==> src/rtl/ctrl_pipe_pkg.sv <==
// ctrl_pipe_pkg: shared stage indices and per-stage entry metadata for the control pipeline.
package ctrl_pipe_pkg;
   localparam int STG_E = 0;
   localparam int STG_M = 1;
   localparam int STG_W = 2;
   typedef struct packed {
      logic valid;
      logic branch;
      logic jump;
      logic pred_taken;
   } meta_t;
endpackage

==> src/rtl/module_ctrl_stage_reg.sv <==
// module_ctrl_stage_reg: one pipeline entry with flush > hold > bubble > load priority.
module module_ctrl_stage_reg
   import ctrl_pipe_pkg::*;
#(
   parameter int WIDTH = 11
) (
   input  logic             clk,
   input  logic             rst,
   input  logic             flush,
   input  logic             hold,
   input  logic             bubble,
   input  meta_t            d_meta,
   input  logic [WIDTH-1:0] d_ctrl,
   output meta_t            q_meta,
   output logic [WIDTH-1:0] q_ctrl
);
   // invalid entries are forced to all-zero so downstream never needs gating
   always_ff @(posedge clk or posedge rst) begin
      if (rst) begin
         q_meta <= '0;
         q_ctrl <= '0;
      end else if (flush) begin
         q_meta <= '0;
         q_ctrl <= '0;
      end else if (!hold) begin
         q_meta <= (bubble || !d_meta.valid) ? '0 : d_meta;
         q_ctrl <= (bubble || !d_meta.valid) ? '0 : d_ctrl;
      end
   end
endmodule

==> src/rtl/module_ctrl_pipe.sv <==
// module_ctrl_pipe: control-bundle pipeline with stall chain, branch resolution,
// mispredict auto-flush and saturating branch statistics.
module module_ctrl_pipe
   import ctrl_pipe_pkg::*;
#(
   parameter int STAGES        = 3,
   parameter int WIDTH         = 11,
   parameter int RESOLVE_STAGE = 0,
   parameter bit AUTO_FLUSH    = 1'b1,
   parameter int CNT_W         = 16
) (
   input  logic                    clk_i,
   input  logic                    rst_i,
   input  logic                    in_valid_i,
   input  logic [WIDTH-1:0]        in_ctrl_i,
   input  logic                    in_branch_i,
   input  logic                    in_jump_i,
   input  logic                    in_pred_taken_i,
   output logic                    in_ready_o,
   input  logic [STAGES-1:0]       stall_i,
   input  logic [STAGES-1:0]       flush_i,
   input  logic                    cond_i,
   input  logic                    clr_cnt_i,
   output logic [STAGES-1:0]       stage_valid_o,
   output logic [STAGES*WIDTH-1:0] stage_ctrl_o,
   output logic                    pcsrc_o,
   output logic                    mispredict_o,
   output logic                    btb_we_o,
   output logic [CNT_W-1:0]        br_cnt_o,
   output logic [CNT_W-1:0]        mp_cnt_o
);
   meta_t            meta [STAGES];
   logic [WIDTH-1:0] ctrl [STAGES];
   logic [STAGES-1:0] stall_eff;
   meta_t            res;
   logic             auto_flush;
   meta_t            in_meta;
   always_comb begin
      stall_eff[STAGES-1] = stall_i[STAGES-1];
      for (int k = STAGES - 2; k >= 0; k--) stall_eff[k] = stall_i[k] | stall_eff[k+1];
   end
   assign in_ready_o   = !stall_eff[0];
   assign res          = meta[RESOLVE_STAGE];
   assign pcsrc_o      = res.valid & ((res.branch & cond_i) | res.jump);
   assign mispredict_o = res.valid & (res.branch | res.jump) & (pcsrc_o != res.pred_taken);
   assign btb_we_o     = res.valid & (res.branch | res.jump) & !stall_eff[RESOLVE_STAGE]
                         & !flush_i[RESOLVE_STAGE];
   assign auto_flush   = AUTO_FLUSH & mispredict_o & !stall_eff[RESOLVE_STAGE];
   // a redirect drops the wrong-path Decode entry as well as younger stages
   assign in_meta      = auto_flush ? '0 :
                         '{valid: in_valid_i, branch: in_branch_i, jump: in_jump_i,
                           pred_taken: in_pred_taken_i};
   for (genvar k = 0; k < STAGES; k++) begin : g_stage
      module_ctrl_stage_reg #(.WIDTH(WIDTH)) u_reg (
         .clk    (clk_i),
         .rst    (rst_i),
         .flush  (flush_i[k] | (auto_flush & (k < RESOLVE_STAGE))),
         .hold   (stall_eff[k]),
         .bubble ((k > 0) ? stall_eff[(k > 0) ? k-1 : 0] : 1'b0),
         .d_meta ((k > 0) ? meta[(k > 0) ? k-1 : 0] : in_meta),
         .d_ctrl ((k > 0) ? ctrl[(k > 0) ? k-1 : 0] : in_ctrl_i),
         .q_meta (meta[k]),
         .q_ctrl (ctrl[k])
      );
      assign stage_valid_o[k]              = meta[k].valid;
      assign stage_ctrl_o[k*WIDTH +: WIDTH] = ctrl[k];
   end
   always_ff @(posedge clk_i or posedge rst_i) begin
      if (rst_i) begin
         br_cnt_o <= '0;
         mp_cnt_o <= '0;
      end else if (clr_cnt_i) begin
         br_cnt_o <= '0;
         mp_cnt_o <= '0;
      end else if (btb_we_o) begin
         if (br_cnt_o != '1) br_cnt_o <= br_cnt_o + CNT_W'(1);
         if (mispredict_o && mp_cnt_o != '1) mp_cnt_o <= mp_cnt_o + CNT_W'(1);
      end
   end
endmodule

==> config.mk <==
export PLATFORM = sky130hd
export DESIGN_NAME = module_ctrl_pipe
export DESIGN_NICKNAME = d
export VERILOG_FILES = /design/src/rtl/ctrl_pipe_pkg.sv /design/src/rtl/module_ctrl_stage_reg.sv /design/src/rtl/module_ctrl_pipe.sv
export SDC_FILE = /design/constraint.sdc
export NUM_CORES = 1
export LEC_CHECK = 0
export ABC_AREA = 1
export CAP_MARGIN = 20
export CORE_ASPECT_RATIO = 1.2
export CORE_MARGIN = 5
export CORE_UTILIZATION = 53
export DETAILED_ROUTE_END_ITERATION = 10
export GPL_ROUTABILITY_DRIVEN = 1
export PLACE_DENSITY = 0.86
export SLEW_MARGIN = 30
export SYNTH_ARGS = -nofsm -noshare
export SYNTH_HDL_FRONTEND = slang
export SYNTH_SLANG_ARGS = --single-unit
==> constraint.sdc <==
create_clock -name clk_i -period 4.9 [get_ports clk_i]
set_input_delay 0.49 -clock clk_i [delete_from_list [all_inputs] [get_ports clk_i]]
set_output_delay 0.49 -clock clk_i [all_outputs]
set_load 0.02 [all_outputs]
==> metrics.log, run 1 <==
INFO  metric outcome = finished, final reports clean
INFO  metric clk_root_buffer_cell = sky130_fd_sc_hd__clkbuf_8
INFO  metric syn_nets = 519
INFO  metric crit_path_top_delay_cell = sky130_fd_sc_hd__clkdlybuf4s50_1
INFO  metric synth-warning-count = 0
INFO  metric htreeDepth = 3
INFO  metric grt_pass1_wl = 16.1 mm
INFO  metric route.vias.total = 3548
INFO  metric area_fraction_of_the_dominant_cell_type_after_synthesis = 47.4%
INFO  metric critPathKind = input port to primary output
INFO  metric cts.reportedPaths.clkPinSlew = 0.08 ns
INFO  metric worstMarginPinSlew = 0.914 ns
INFO  metric post_cts_buffers = 0
INFO  metric maxCapViolCount = 0
INFO  metric power_density = 253 nW/um^2
INFO  metric clock-sinks = 71
INFO  metric worst_ep_required_time = 4.41 ns
INFO  metric max_freq = 0.336 GHz
INFO  metric die_height = 102 microns
INFO  metric route.detailed.wl_per_inst = 14.2 microns
INFO  metric hold_ws = 0.525 ns
INFO  metric die_width = 86.7 microns
INFO  metric floorplan.initialDensity = 54.6%
INFO  metric cts_resized = 0
INFO  metric fraction_of_layout_cells_with_a_size_suffix_above_1 = 6.96%
INFO  metric synth_area_leader_cell = sky130_fd_sc_hd__dfrtp_1
INFO  metric yosysMostFrequentCell = sky130_fd_sc_hd__nand2_1
INFO  metric floorplan.io_pins = 97
INFO  metric async_flop_share = 100%
INFO  metric via_to_cell_ratio = 5.25
INFO  metric synth.avg_cell_area = 7.61 sq um
INFO  metric fp.coreArea = 6850 sq um
INFO  metric antenna_violations_before_repair = 0
INFO  metric grtUsageTotal = 23.0%
INFO  metric syn_inst = 492
INFO  metric max_stage_delay = 0.70 ns
INFO  metric gr-total-overflow = 0
INFO  metric ant_nets = 0
INFO  metric synth-edff-count = 0
INFO  metric vdd_ir_drop_max = 170 uV
INFO  metric slew_violations = 0
INFO  metric critical_path_arrival = 2.48 ns
INFO  metric synth_area = 3740 sq um
INFO  metric timing.critical_path.fanout_max = 14
INFO  metric fraction_of_the_yosys_area_taken_by_sequential_cells = 47.4%
INFO  metric path_buf_inv = 5
INFO  metric number_of_buffers_between_clock_root_and_the_deepest_sink = 2
INFO  metric setup_tns_final = 0 ns
INFO  metric largest_net_degree_at_the_start_of_global_routing = 46
INFO  metric max-slew-margin-rel = 38.9%
INFO  metric drt-total-wl = 9.60 mm
INFO  metric place.gp.congestion = 0.909
INFO  metric finalSetupViolCount = 0
INFO  metric fin_skew = 0.00660 ns
INFO  metric worstSkewPairLatency = 0.34 ns
INFO  metric cts.hold.buffers_added = 0
INFO  metric power.static_leakage = 2.16 nW
INFO  metric cts_tree = built
INFO  metric synth-seq-cells = 71
INFO  metric critPathLaunchType = input port
INFO  metric synthTopCellsByArea = sky130_fd_sc_hd__dfrtp_1, sky130_fd_sc_hd__nand2_1, sky130_fd_sc_hd__nand3_1
INFO  metric final_core_util = 71.8%
INFO  metric critPathTopFamily = buffers and inverters
INFO  metric period_needed = 2.97 ns
INFO  metric placement_rows = 33
INFO  metric timing.hold.worst.class = flop to flop
INFO  metric finalCritPeriodShare = 60.7%
INFO  metric finalNetCount = 612
INFO  metric dr.pass1.iters = 4
INFO  metric rsz0062_at_grt = no
INFO  metric flow.area_growth_from_synthesis = 31.4%
INFO  metric yosys_most_used_dff = sky130_fd_sc_hd__dfrtp_1
INFO  metric crit_path_cell_trace = clkdlybuf4s50_1, inv_2, nand3_2, inv_2, nand3_2, inv_1, clkdlybuf4s50_1
INFO  metric design.die.area = 8850 sq um
INFO  metric first_global_vias = 3454
INFO  metric drc = 0
INFO  metric element_type_at_the_critical_path_end = primary output
INFO  metric antenna_cells = 0
INFO  metric ys_types = 28
INFO  metric tritoncts.num_buffers = 9
INFO  metric synth_common_cells = sky130_fd_sc_hd__nand2_1, sky130_fd_sc_hd__dfrtp_1, sky130_fd_sc_hd__nor2_1
INFO  metric initialDrtViolationCount = 193
INFO  metric fill_cells = 566
INFO  metric finalHoldViolations = 0
INFO  metric detailedPlacementHpwl = 7.37 mm
INFO  metric place.port_buffers = 96
stage by stage:
stage	cell area [sq um]	instances	power, mW	worst slack, ns
final	4920	676	1.25	1.93
after global routing	4920	676	1.30	1.83
after CTS	4920	676	1.26	1.94
after detailed placement	4750	661	0.848	1.95
after global placement	4750	661	0.842	2.01
after floorplan	3740	492	0.756	2.61
area by class of cell:
| cell class | count | area [sq um] | share of cell area (%) |
|---|---|---|---|
| Clock inverter | 5 | 33.8 | 0.686 |
| Multi-Input combinational cell | 344 | 1660 | 33.8 |
| Inverter | 62 | 234 | 4.75 |
| Sequential cell | 71 | 1780 | 36.1 |
| Timing Repair Buffer | 97 | 968 | 19.7 |
| Tap cell | 87 | 109 | 2.21 |
| Clock buffer | 10 | 138 | 2.80 |
worst paths after layout:
path / from / end / slack [ns] / depth (start not counted)
max: stall_i[2] / btb_we_o / 1.93 / 7
min: g_stage[2].u_reg.q_ctrl[7]$_DFFE_PP0P_ / g_stage[2].u_reg.q_ctrl[7]$_DFFE_PP0P_ / 0.52 / 2
max reg2reg: br_cnt_o[0]$_DFFE_PP0P_ / br_cnt_o[3]$_DFFE_PP0P_ / 2.94 / 8
min reg2reg: g_stage[2].u_reg.q_ctrl[7]$_DFFE_PP0P_ / g_stage[2].u_reg.q_ctrl[7]$_DFFE_PP0P_ / 0.52 / 2
max in group asynchronous: rst_i / g_stage[0].u_reg.q_ctrl[9]$_DFFE_PP0P_ / 3.50 / 3
min in group asynchronous: rst_i / mp_cnt_o[8]$_DFFE_PP0P_ / 0.59 / 2
state kept, by name (all words and copies together) (netlist names):
signal                count
g_stage.u_reg.q_meta      6
g_stage.u_reg.q_ctrl     33
br_cnt_o                 16
mp_cnt_o                 16
placed cells by master (no fill, tap or decap), drive strengths merged:
master and instances:
a21oi 1, buf 1, clkbuf 10, clkdlybuf4s50 96
clkinv 4, clkinvlp 2, dfrtp 71, ha 2
inv 61, nand2 144, nand3 48, nand4 10
nor2 63, nor3 3, nor3b 1, o21ai 40
o21bai 6, o22ai 11, xnor2 2, xor2 13
metal layers:
| metal | track usage [%] | vias to the layer above | wire length [microns] |
|---|---|---|---|
| met5 | 0 | - | 0 |
| met4 | 8.75 | 0 | 138 |
| met3 | 6.37 | 12 | 816 |
| met2 | 38.2 | 139 | 4780 |
| met1 | 28.5 | 1641 | 3870 |
| li1 | - | 1756 | - |
power by group:
part | internal [mW] | switching [mW] | total, mW
logic | 0.0843 | 0.105 | 0.189
registers | 0.609 | 0.0376 | 0.646
clock network | 0.195 | 0.217 | 0.412
logic make-up (layout without fill, tap and decap cells):
logic type	count (synthesis)	in the layout	synth area share, %
simple gates	269	269	31.4
buf+inv	77	174	8.19
flops	71	71	47.4
compound gates	58	58	8.82
xor+xnor	15	15	3.51
fa+ha+maj	2	2	0.668
worst reg2reg max path: stages, from the launching register on:
cell                      delay, ns
sky130_fd_sc_hd__dfrtp_1       0.43
sky130_fd_sc_hd__ha_1          0.29
sky130_fd_sc_hd__nand3_2       0.14
sky130_fd_sc_hd__nor2_2        0.20
sky130_fd_sc_hd__nand3_1       0.13
sky130_fd_sc_hd__nand2_2       0.34
sky130_fd_sc_hd__inv_2         0.15
sky130_fd_sc_hd__nand2_1       0.09
sky130_fd_sc_hd__o21ai_0       0.08
(Power assumes the default switching activity.)
==> inputs of run 2 (changes only) <==
--- a/config.mk
+++ b/config.mk
@@ -9,10 +9,10 @@
 export CAP_MARGIN = 20
 export CORE_ASPECT_RATIO = 1.2
 export CORE_MARGIN = 5
-export CORE_UTILIZATION = 53
+export CORE_UTILIZATION = 44
 export DETAILED_ROUTE_END_ITERATION = 10
 export GPL_ROUTABILITY_DRIVEN = 1
-export PLACE_DENSITY = 0.86
+export PLACE_DENSITY = 0.76
 export SLEW_MARGIN = 30
 export SYNTH_ARGS = -nofsm -noshare
 export SYNTH_HDL_FRONTEND = slang
==> constraint.sdc (replaced) <==
create_clock -name clk_i -period 2.72 [get_ports clk_i]
set_input_delay 0.272 -clock clk_i [delete_from_list [all_inputs] [get_ports clk_i]]
set_output_delay 0.272 -clock clk_i [all_outputs]
set_load 0.02 [all_outputs]
==> metrics.log, run 2 (synthesized netlist as in run 1, its figures left out) <==
INFO  metric flow.area_growth_from_synthesis = 34.9%
INFO  metric biggest_register = g_stage.u_reg.q_ctrl
INFO  metric post_cts_buffers = 0 (unchanged)
INFO  metric fill_cells = 721 (+27%)
INFO  metric setup_tns_final = 0 ns (unchanged)
INFO  metric outcome = finished, final reports clean
INFO  metric worstSkewPairLatency = 0.34 ns (about the same)
INFO  metric antenna_violations_before_repair = 0 (unchanged)
INFO  metric fin_skew = 0.0119 ns (+0.00535 ns)
INFO  metric timing.hold.worst.class = input port to async pin
INFO  metric finalCritPeriodShare = 80.9%
INFO  metric finish.cell_count_without_fillers = 711 (+5.2%)
INFO  metric crit_path_cell_trace = o21ai_1, nand2_1, nor2_4, clkdlybuf4s50_1
INFO  metric cts_tree = built
INFO  metric critPathKind = flop to primary output
INFO  metric place_worst_setup_slack = 0.567 ns (-1.38 ns)
INFO  metric route.detailed.wl_per_inst = 14.5 microns (+2.0%)
INFO  metric cts.hold.buffers_added = 0 (unchanged)
INFO  metric worstMarginPinSlew = 0.844 ns (-0.0696 ns)
INFO  metric fraction_of_layout_cells_with_a_size_suffix_above_1 = 8.04% (+1.1 points)
INFO  metric placement_rows = 36 (+9.1%)
INFO  metric place_inst = 696 (+5.3%)
INFO  metric maxCapViolCount = 0 (unchanged)
INFO  metric drc = 0 (unchanged)
INFO  metric finalSetupViolCount = 0 (unchanged)
INFO  metric grtUsageTotal = 20.8% (-2.2 points)
INFO  metric cts.reportedPaths.clkPinSlew = 0.07 ns (about the same)
INFO  metric clk_root_buffer_cell = sky130_fd_sc_hd__clkbuf_8
INFO  metric rsz0062_at_grt = no
INFO  metric grt_pass1_wl = 17.3 mm (+7.2%)
INFO  metric place.gp.congestion = 0.903 (-0.59%)
INFO  metric timing.critical_path.fanout_max = 5 (-9)
INFO  metric route.vias.total = 3559 (+0.31%)
INFO  metric cts_resized = 0 (unchanged)
INFO  metric power_density = 480 nW/um^2 (+90%)
INFO  metric critPathTopFamily = buffers and inverters
INFO  metric largest_register_ff_count = 33 (unchanged)
INFO  metric period_needed = 2.20 ns
INFO  metric dr.pass1.iters = 5 (+1)
INFO  metric total_power = 2.43 mW (+95%)
INFO  metric max-slew-margin-rel = 43.7% (+4.8 points)
INFO  metric floorplan.initialDensity = 45.7% (-9.0 points)
INFO  metric vdd_ir_drop_max = 301 uV (+77%)
INFO  metric worst_ep_required_time = 2.45 ns (-1.96 ns)
INFO  metric critPathLaunchType = flop
INFO  metric largest_net_degree_at_the_start_of_global_routing = 40 (-13%)
INFO  metric ant_nets = 0 (unchanged)
INFO  metric placed_area = 4840 sq um (+2.0%)
INFO  metric slew_violations = 0 (unchanged)
INFO  metric crit_path_top_delay_cell = sky130_fd_sc_hd__clkdlybuf4s50_1
INFO  metric critical_path_arrival = 1.93 ns (-0.55 ns)
INFO  metric antenna_cells = 0 (unchanged)
INFO  metric layout_commonest_cell = sky130_fd_sc_hd__nand2_1
INFO  metric finalNetCount = 620 (+1.3%)
INFO  metric via_to_cell_ratio = 5.01 (-4.6%)
INFO  metric power.static_leakage = 2.22 nW (+3.0%)
INFO  metric initialDrtViolationCount = 236 (+22%)
INFO  metric number_of_buffers_between_clock_root_and_the_deepest_sink = 2 (unchanged)
INFO  metric path_buf_inv = 1 (-4)
INFO  metric finalInstanceArea = 5050 sq um (+2.7%)
INFO  metric htreeDepth = 3 (unchanged)
INFO  metric tritoncts.num_buffers = 9 (unchanged)
INFO  metric place.port_buffers = 96 (unchanged)
INFO  metric die_width = 94.2 microns (+8.6%)
INFO  metric hold_ws = 0.424 ns (-0.101 ns)
INFO  metric die_height = 111 microns (+8.8%)
INFO  metric element_type_at_the_critical_path_end = primary output
INFO  metric design.die.area = 10500 sq um (+18%)
INFO  metric fp.coreArea = 8200 sq um (+20%)
INFO  metric final_core_util = 61.6% (-10 points)
INFO  metric drt-total-wl = 10.3 mm (+7.3%)
INFO  metric top_regs = g_stage.u_reg.q_ctrl x33, br_cnt_o x16, mp_cnt_o x16
INFO  metric finalHoldViolations = 0 (unchanged)
INFO  metric clock-sinks = 71 (unchanged)
INFO  metric detailedPlacementHpwl = 7.73 mm (+4.9%)
INFO  metric max_freq = 0.455 GHz
INFO  metric floorplan.io_pins = 97 (unchanged)
INFO  metric layout_common_cells = sky130_fd_sc_hd__nand2_1, sky130_fd_sc_hd__clkdlybuf4s50_1, sky130_fd_sc_hd__dfrtp_1, sky130_fd_sc_hd__nor2_1, sky130_fd_sc_hd__inv_1
INFO  metric fin_ws = 0.520 ns (-1.41 ns)
INFO  metric first_global_vias = 3586 (+3.8%)
INFO  metric max_stage_delay = 0.66 ns (-0.04 ns)
INFO  metric gr-total-overflow = 0 (unchanged)
==> run 2: power breakdown <==
part,internal (mW),switching (mW),leakage [nW]
Combinational,0.159,0.194,1.13
Sequential,1.10,0.0647,0.982
Clock,0.534,0.380,0.109
Total,1.79,0.638,2.22
==> run 2: layout make-up <==
cell class / count / area (sq um) / area share, %
clock buffers: 11 / 141 / 2.80
clock inverters: 4 / 70.1 / 1.39
inverters: 62 / 233 / 4.61
multi-input cells: 344 / 1660 / 32.9
flip-flops and latches: 71 / 1780 / 35.2
well taps: 114 / 143 / 2.82
repair buffers: 105 / 1030 / 20.4
==> run 2: path summary, 6_finish.rpt <==
check	to	slack, ns	from	cells past startpoint
setup / recovery	mispredict_o	0.52	g_stage[0].u_reg.q_meta[1]$_DFFE_PP0P_	4
hold / removal	br_cnt_o[5]$_DFFE_PP0P_	0.42	rst_i	2
setup reg to reg	br_cnt_o[9]$_DFFE_PP0P_	0.79	br_cnt_o[0]$_DFFE_PP0P_	8
hold reg to reg	g_stage[2].u_reg.q_ctrl[6]$_DFFE_PP0P_	0.51	g_stage[2].u_reg.q_ctrl[6]$_DFFE_PP0P_	2
max in group asynchronous	g_stage[2].u_reg.q_ctrl[1]$_DFFE_PP0P_	1.62	rst_i	3
min in group clk_i	g_stage[0].u_reg.q_meta[1]$_DFFE_PP0P_	0.50	in_jump_i	3
==> run 2: per-layer routing <==
metal	track usage (%)	vias to the layer above	routed length (microns)	part of all wire, %
met2	35.1	119	5200	50
li1	-	1768	-	-
met5	0	-	0	0
met4	6.07	0	146	1.4
met3	8.69	11	959	9.3
met1	23.7	1661	4000	39
